==> src/rtl/arb_mux_if.sv <==
// rtl/arb_mux_if.sv - handshake bundle between producers, arb_mux and its consumer
interface arb_mux_if #(
   parameter int WIDTH    = 32,
   parameter int CHANNELS = 4
);
   localparam int SEL_W = (CHANNELS > 1) ? $clog2(CHANNELS) : 1;

   logic [CHANNELS-1:0]       in_valid;
   logic [CHANNELS*WIDTH-1:0] in_data;
   logic [CHANNELS-1:0]       in_ready;
   logic                      out_valid;
   logic [WIDTH-1:0]          out_data;
   logic [SEL_W-1:0]          out_sel;
   logic                      out_ready;

   modport slave (
      input  in_valid, in_data, out_ready,
      output in_ready, out_valid, out_data, out_sel
   );

   modport master (
      output in_valid, in_data, out_ready,
      input  in_ready, out_valid, out_data, out_sel
   );
endinterface

==> src/rtl/arb_mux.sv <==
// rtl/arb_mux.sv - N-channel registered mux with round-robin arbitration
// Define ARB_MUX_FIXED_PRIO_EN for fixed lowest-index-first priority instead.
module arb_mux #(
   parameter int WIDTH    = 32,
   parameter int CHANNELS = 4
) (
   input  logic     clk,
   input  logic     rst,
   arb_mux_if.slave bus
);
   localparam int SEL_W = (CHANNELS > 1) ? $clog2(CHANNELS) : 1;

   logic             load_en;
   logic             grant_valid;
   logic [SEL_W-1:0] grant;
   logic [SEL_W-1:0] lo_idx;
   logic [WIDTH-1:0] grant_data;
   logic             xfer;
   logic [SEL_W-1:0] ptr;

   assign load_en = !bus.out_valid || bus.out_ready;
   assign xfer    = grant_valid && load_en;

   always_comb begin
      grant_valid = 1'b0;
      lo_idx      = '0;
      for (int i = 0; i < CHANNELS; i++) begin
         if (bus.in_valid[i] && !grant_valid) begin
            grant_valid = 1'b1;
            lo_idx      = SEL_W'(i);
         end
      end
   end

`ifdef ARB_MUX_FIXED_PRIO_EN
   assign ptr   = '0;
   assign grant = lo_idx;
`else
   logic             hi_found;
   logic [SEL_W-1:0] hi_idx;
   logic [SEL_W-1:0] next_ptr;

   // First request at or above ptr wins; otherwise wrap to the lowest request.
   always_comb begin
      hi_found = 1'b0;
      hi_idx   = '0;
      for (int i = 0; i < CHANNELS; i++) begin
         if (bus.in_valid[i] && !hi_found && (SEL_W'(i) >= ptr)) begin
            hi_found = 1'b1;
            hi_idx   = SEL_W'(i);
         end
      end
   end

   assign grant    = hi_found ? hi_idx : lo_idx;
   assign next_ptr = (grant == SEL_W'(CHANNELS - 1)) ? '0 : grant + 1'b1;

   always_ff @(posedge clk or posedge rst) begin
      if (rst) begin
         ptr <= '0;
      end else if (xfer) begin
         ptr <= next_ptr;
      end
   end
`endif

   always_comb begin
      grant_data = '0;
      for (int i = 0; i < CHANNELS; i++) begin
         if (grant == SEL_W'(i)) begin
            grant_data = bus.in_data[i*WIDTH +: WIDTH];
         end
      end
   end

   always_comb begin
      bus.in_ready = '0;
      for (int i = 0; i < CHANNELS; i++) begin
         bus.in_ready[i] = !rst && xfer && (grant == SEL_W'(i));
      end
   end

   always_ff @(posedge clk or posedge rst) begin
      if (rst) begin
         bus.out_valid <= 1'b0;
         bus.out_data  <= '0;
         bus.out_sel   <= '0;
      end else if (xfer) begin
         bus.out_valid <= 1'b1;
         bus.out_data  <= grant_data;
         bus.out_sel   <= grant;
      end else if (bus.out_ready) begin
         bus.out_valid <= 1'b0;
      end
   end
endmodule
==> src/flat_wrapper.sv <==
// flat-port wrapper written by rule: the top's interface ports become plain ports
module arb_mux_flat 
#(
   parameter int WIDTH    = 32,
   parameter int CHANNELS = 4
)
  (clk, rst, bus_in_valid, bus_in_data, bus_out_ready, bus_in_ready, bus_out_valid, bus_out_data, bus_out_sel);
  arb_mux_if #(.WIDTH(WIDTH), .CHANNELS(CHANNELS)) bus_i ();
  input  logic clk;
  input  logic rst;
  input wire logic [$bits(bus_i.in_valid)-1:0] bus_in_valid;
  input wire logic [$bits(bus_i.in_data)-1:0] bus_in_data;
  input wire logic [$bits(bus_i.out_ready)-1:0] bus_out_ready;
  output wire logic [$bits(bus_i.in_ready)-1:0] bus_in_ready;
  output wire logic [$bits(bus_i.out_valid)-1:0] bus_out_valid;
  output wire logic [$bits(bus_i.out_data)-1:0] bus_out_data;
  output wire logic [$bits(bus_i.out_sel)-1:0] bus_out_sel;
  assign bus_i.in_valid = bus_in_valid;
  assign bus_i.in_data = bus_in_data;
  assign bus_i.out_ready = bus_out_ready;
  assign bus_in_ready = bus_i.in_ready;
  assign bus_out_valid = bus_i.out_valid;
  assign bus_out_data = bus_i.out_data;
  assign bus_out_sel = bus_i.out_sel;
  arb_mux #(.WIDTH(WIDTH), .CHANNELS(CHANNELS)) u_core (.clk(clk), .rst(rst), .bus(bus_i));
endmodule
==> config.mk <==
export PLATFORM = sky130hd
export DESIGN_NAME = arb_mux_flat
export DESIGN_NICKNAME = d
export VERILOG_FILES = /design/src/rtl/arb_mux_if.sv /design/src/rtl/arb_mux.sv /design/src/flat_wrapper.sv
export SDC_FILE = /design/constraint.sdc
export NUM_CORES = 1
export LEC_CHECK = 0
export ABC_AREA = 0
export BUFFER_PORTS_ARGS = -buffer_cell sky130_fd_sc_hd__buf_2
export CAP_MARGIN = 40
export CORE_MARGIN = 3
export CORE_UTILIZATION = 35
export CTS_CLUSTER_DIAMETER = 150
export DETAILED_ROUTE_END_ITERATION = 7
export PLACE_DENSITY = 0.75
export SYNTH_ARGS = -nofsm -noshare
export SYNTH_HDL_FRONTEND = slang
export SYNTH_SLANG_ARGS = --single-unit
export TNS_END_PERCENT = 5
==> constraint.sdc <==
create_clock -name clk -period 2.4 [get_ports clk]
set_input_delay 0.48 -clock clk [delete_from_list [all_inputs] [get_ports clk]]
set_output_delay 0.48 -clock clk [all_outputs]
set_load 0.02 [all_outputs]
==> flow_summary.toml <==
[timing]
slew_viol_final = 0
fin_crit_ns = 2.44
relSlewSlack = 0.740
finalSetupViolCount = 4
finalHoldViolCount = 0
clock-skew-final_ns = 0.0148
rsz0062_at_grt = "yes"
worstMarginPinSlew_ns = 0.387
whs_ns = 0.234
fin_ws_ns = -0.0397
fin_crit_sh = 1.02
max_freq_mhz = 410

[drt]
drt_wl_total_mm = 8.70
viasPerCell = 5.60
drc = 0
drtIter0Drc = 119
wl_per_cell_um = 17.8
firstDrtPassIters = 5
dr_total_vias = 2739
ant_nets = 0

[synthesis]
syn_inst = 237
yosysWarnings = 0
async_flop_share = 1.00
synth_edf_count = 0
syn_nets = 376
synth-main-ff-cell = "dfrtp_1"
ys_types = 28
syn-cell-area_sq_um = 2250
syn_avg_cell_area_sq_um = 9.48
synth-seq-cells = 37
yosysSeqAreaShare = 0.412

[status]
violations = "setup timing"
status = "complete, but fails checks"

[layout]
diodes = 0
fin_util = 0.585
drive_gt1_frac = 0.585
area_growth_pct = 57.8
final_cell_mix = "buf_2, dfrtp_1, o31ai_1, o22ai_1, o21ai_0"
final_common_cell = "buf_2"
fin_nets = 552

[setup_path]
worstPathArrival_ns = 1.96
rr_startpoint = "u_core.ptr[1]"
endpoint_kind = "output pin"
regToRegSetupSlack_ns = 0.12
cp.required_ns = 1.92
cp-startpoint = "u_core.ptr[1]"
worstPathMaxFanout = 4
critical_path_class = "reg -> out"
worstSetupStartpointType = "flop"

[clock_tree]
cts_made_buffers = 5
htreeDepth = 2
cts_tree = "yes"
cts_buffer_depth = 2
hold_buffers = 0
root_buffer = "clkbuf_8"
insertion_delay_ns = 0.30
cts.sinks = 37
path_clk_slew_ns = 0.09

[grt]
grt_overflow = 0
grt_pass1_vias = 2740
grtUsageTotal = 0.224
grt_start_max_net_pins = 36
grt_pass1_wl_mm = 13.2
antenna_found_initial = 0

[placed_design]
detailed_place_hpwl_mm = 6.41
pre_cts_ws_ns = -0.137
numPortBuffers = 173
gp_congestion = 0.792

[floorplanning]
fp.dieW_um = 86.1
design.core.area_sq_um = 6060
pin_count = 174
start_util = 0.371
die-area_sq_um = 7420
row_count = 28
die_h_um = 86.1

[flow_run]
drv_cap = 0

[min_path]
hp-class = "in -> async"

[pwr]
p_total_uw = 3760
power_density_nw_per_um2 = 1060
ir_drop_uv = 513
leakage_uw = 0.00173
repair_timing:
| action | in CTS | in global routing |
|---|---|---|
| pin swaps | 3 | 4 |
| cloned | 0 | 0 |
| buffers inserted | 1 | 3 |
| gates resized for setup | 9 | 27 |
| setup endpoints to repair | 4 | 36 |
cells by family (layout without fill, tap and decap cells):
logic type	after synthesis	count (layout)	synth area share
AND/OR/NAND/NOR	25	25	0.0657
AO/OA/AOI/OAI	136	136	0.417
buffers and inverters	33	210	0.0735
adder cells (fa/ha/maj)	4	4	0.0223
flip-flops	37	37	0.412
multiplexers	2	2	0.00947
critical path: stages, from the launching register on:
cell and delay (ns):
dfrtp_1 0.41, mux2i_1 0.23, nor2_2 0.07, nor3_2 0.24, ha_2 0.23, buf_6 0.12
inv_6 0.03, nor3_4 0.19, buf_6 0.14
where the power goes:
group          switching (uW)  internal (uW)  leakage (uW)
Sequential                137            905      0.000453
Clock                     240            233     0.0000512
Combinational            1320            928       0.00122
Total                    1690           2070       0.00173
cell usage after synthesis (2+ instances only):
library cell   n  area [sq um]
o21ai_1        5          25.0
or2_2          2          12.5
o22ai_1       31           194
ha_1           4          50.1
buf_6          5          56.3
o41ai_1        2          17.5
buf_2          3          15.0
o21ai_0       30           150
dfrtp_1       37           926
nand2b_1       4          25.0
nor2_1         5          18.8
nor3_1         2          10.0
a221oi_1      33           289
o31ai_1       32           240
clkbuf_1      21          78.8
inv_1          4          15.0
a21oi_1        2          10.0
and3_1         3          18.8
nor2b_1        3          18.8
through the flow:
step	setup TNS, ns	std cells	cell area [sq um]
floorplan	-0.00393	237	2250
global placement	-0.161	477	3240
detailed placement	-2.53	477	3240
CTS	0	486	3380
global route	-0.467	489	3550
finish	-0.0826	489	3550
layout make-up:
cell class	instances	area [sq um]
fill	573	2510
multi-input combinational	167	1330
timing repair buffer	198	1080
sequential	37	926
tap	75	93.8
clock buffer	6	82.6
inverter	4	20.0
clock inverter	2	13.8
routing by layer:
layer,GRT usage,up-vias,part of all wire
met5,0,-,0
met4,0.0791,0,0.019
met3,0.0355,15,0.078
met2,0.390,141,0.52
met1,0.278,1265,0.39
li1,-,1318,-
state kept, by name, summed over array words and instances, names as in the netlist:
register and cells:
u_core.ptr 2, u_core.bus.out_data 32, u_core.bus.out_valid 1, u_core.bus.out_sel 2
path summary, 6_finish.rpt:
check,cells past startpoint,endpoint
worst min register to register,2,u_core.bus.out_data[14]
worst min-delay path,3,u_core.bus.out_data[26]
min in group clk,3,u_core.bus.out_valid
max in group asynchronous,3,u_core.bus.out_sel[1]
worst max-delay path,8,bus_in_ready[3]
worst max register to register,8,u_core.bus.out_data[4]
(Power assumes the default switching activity.)
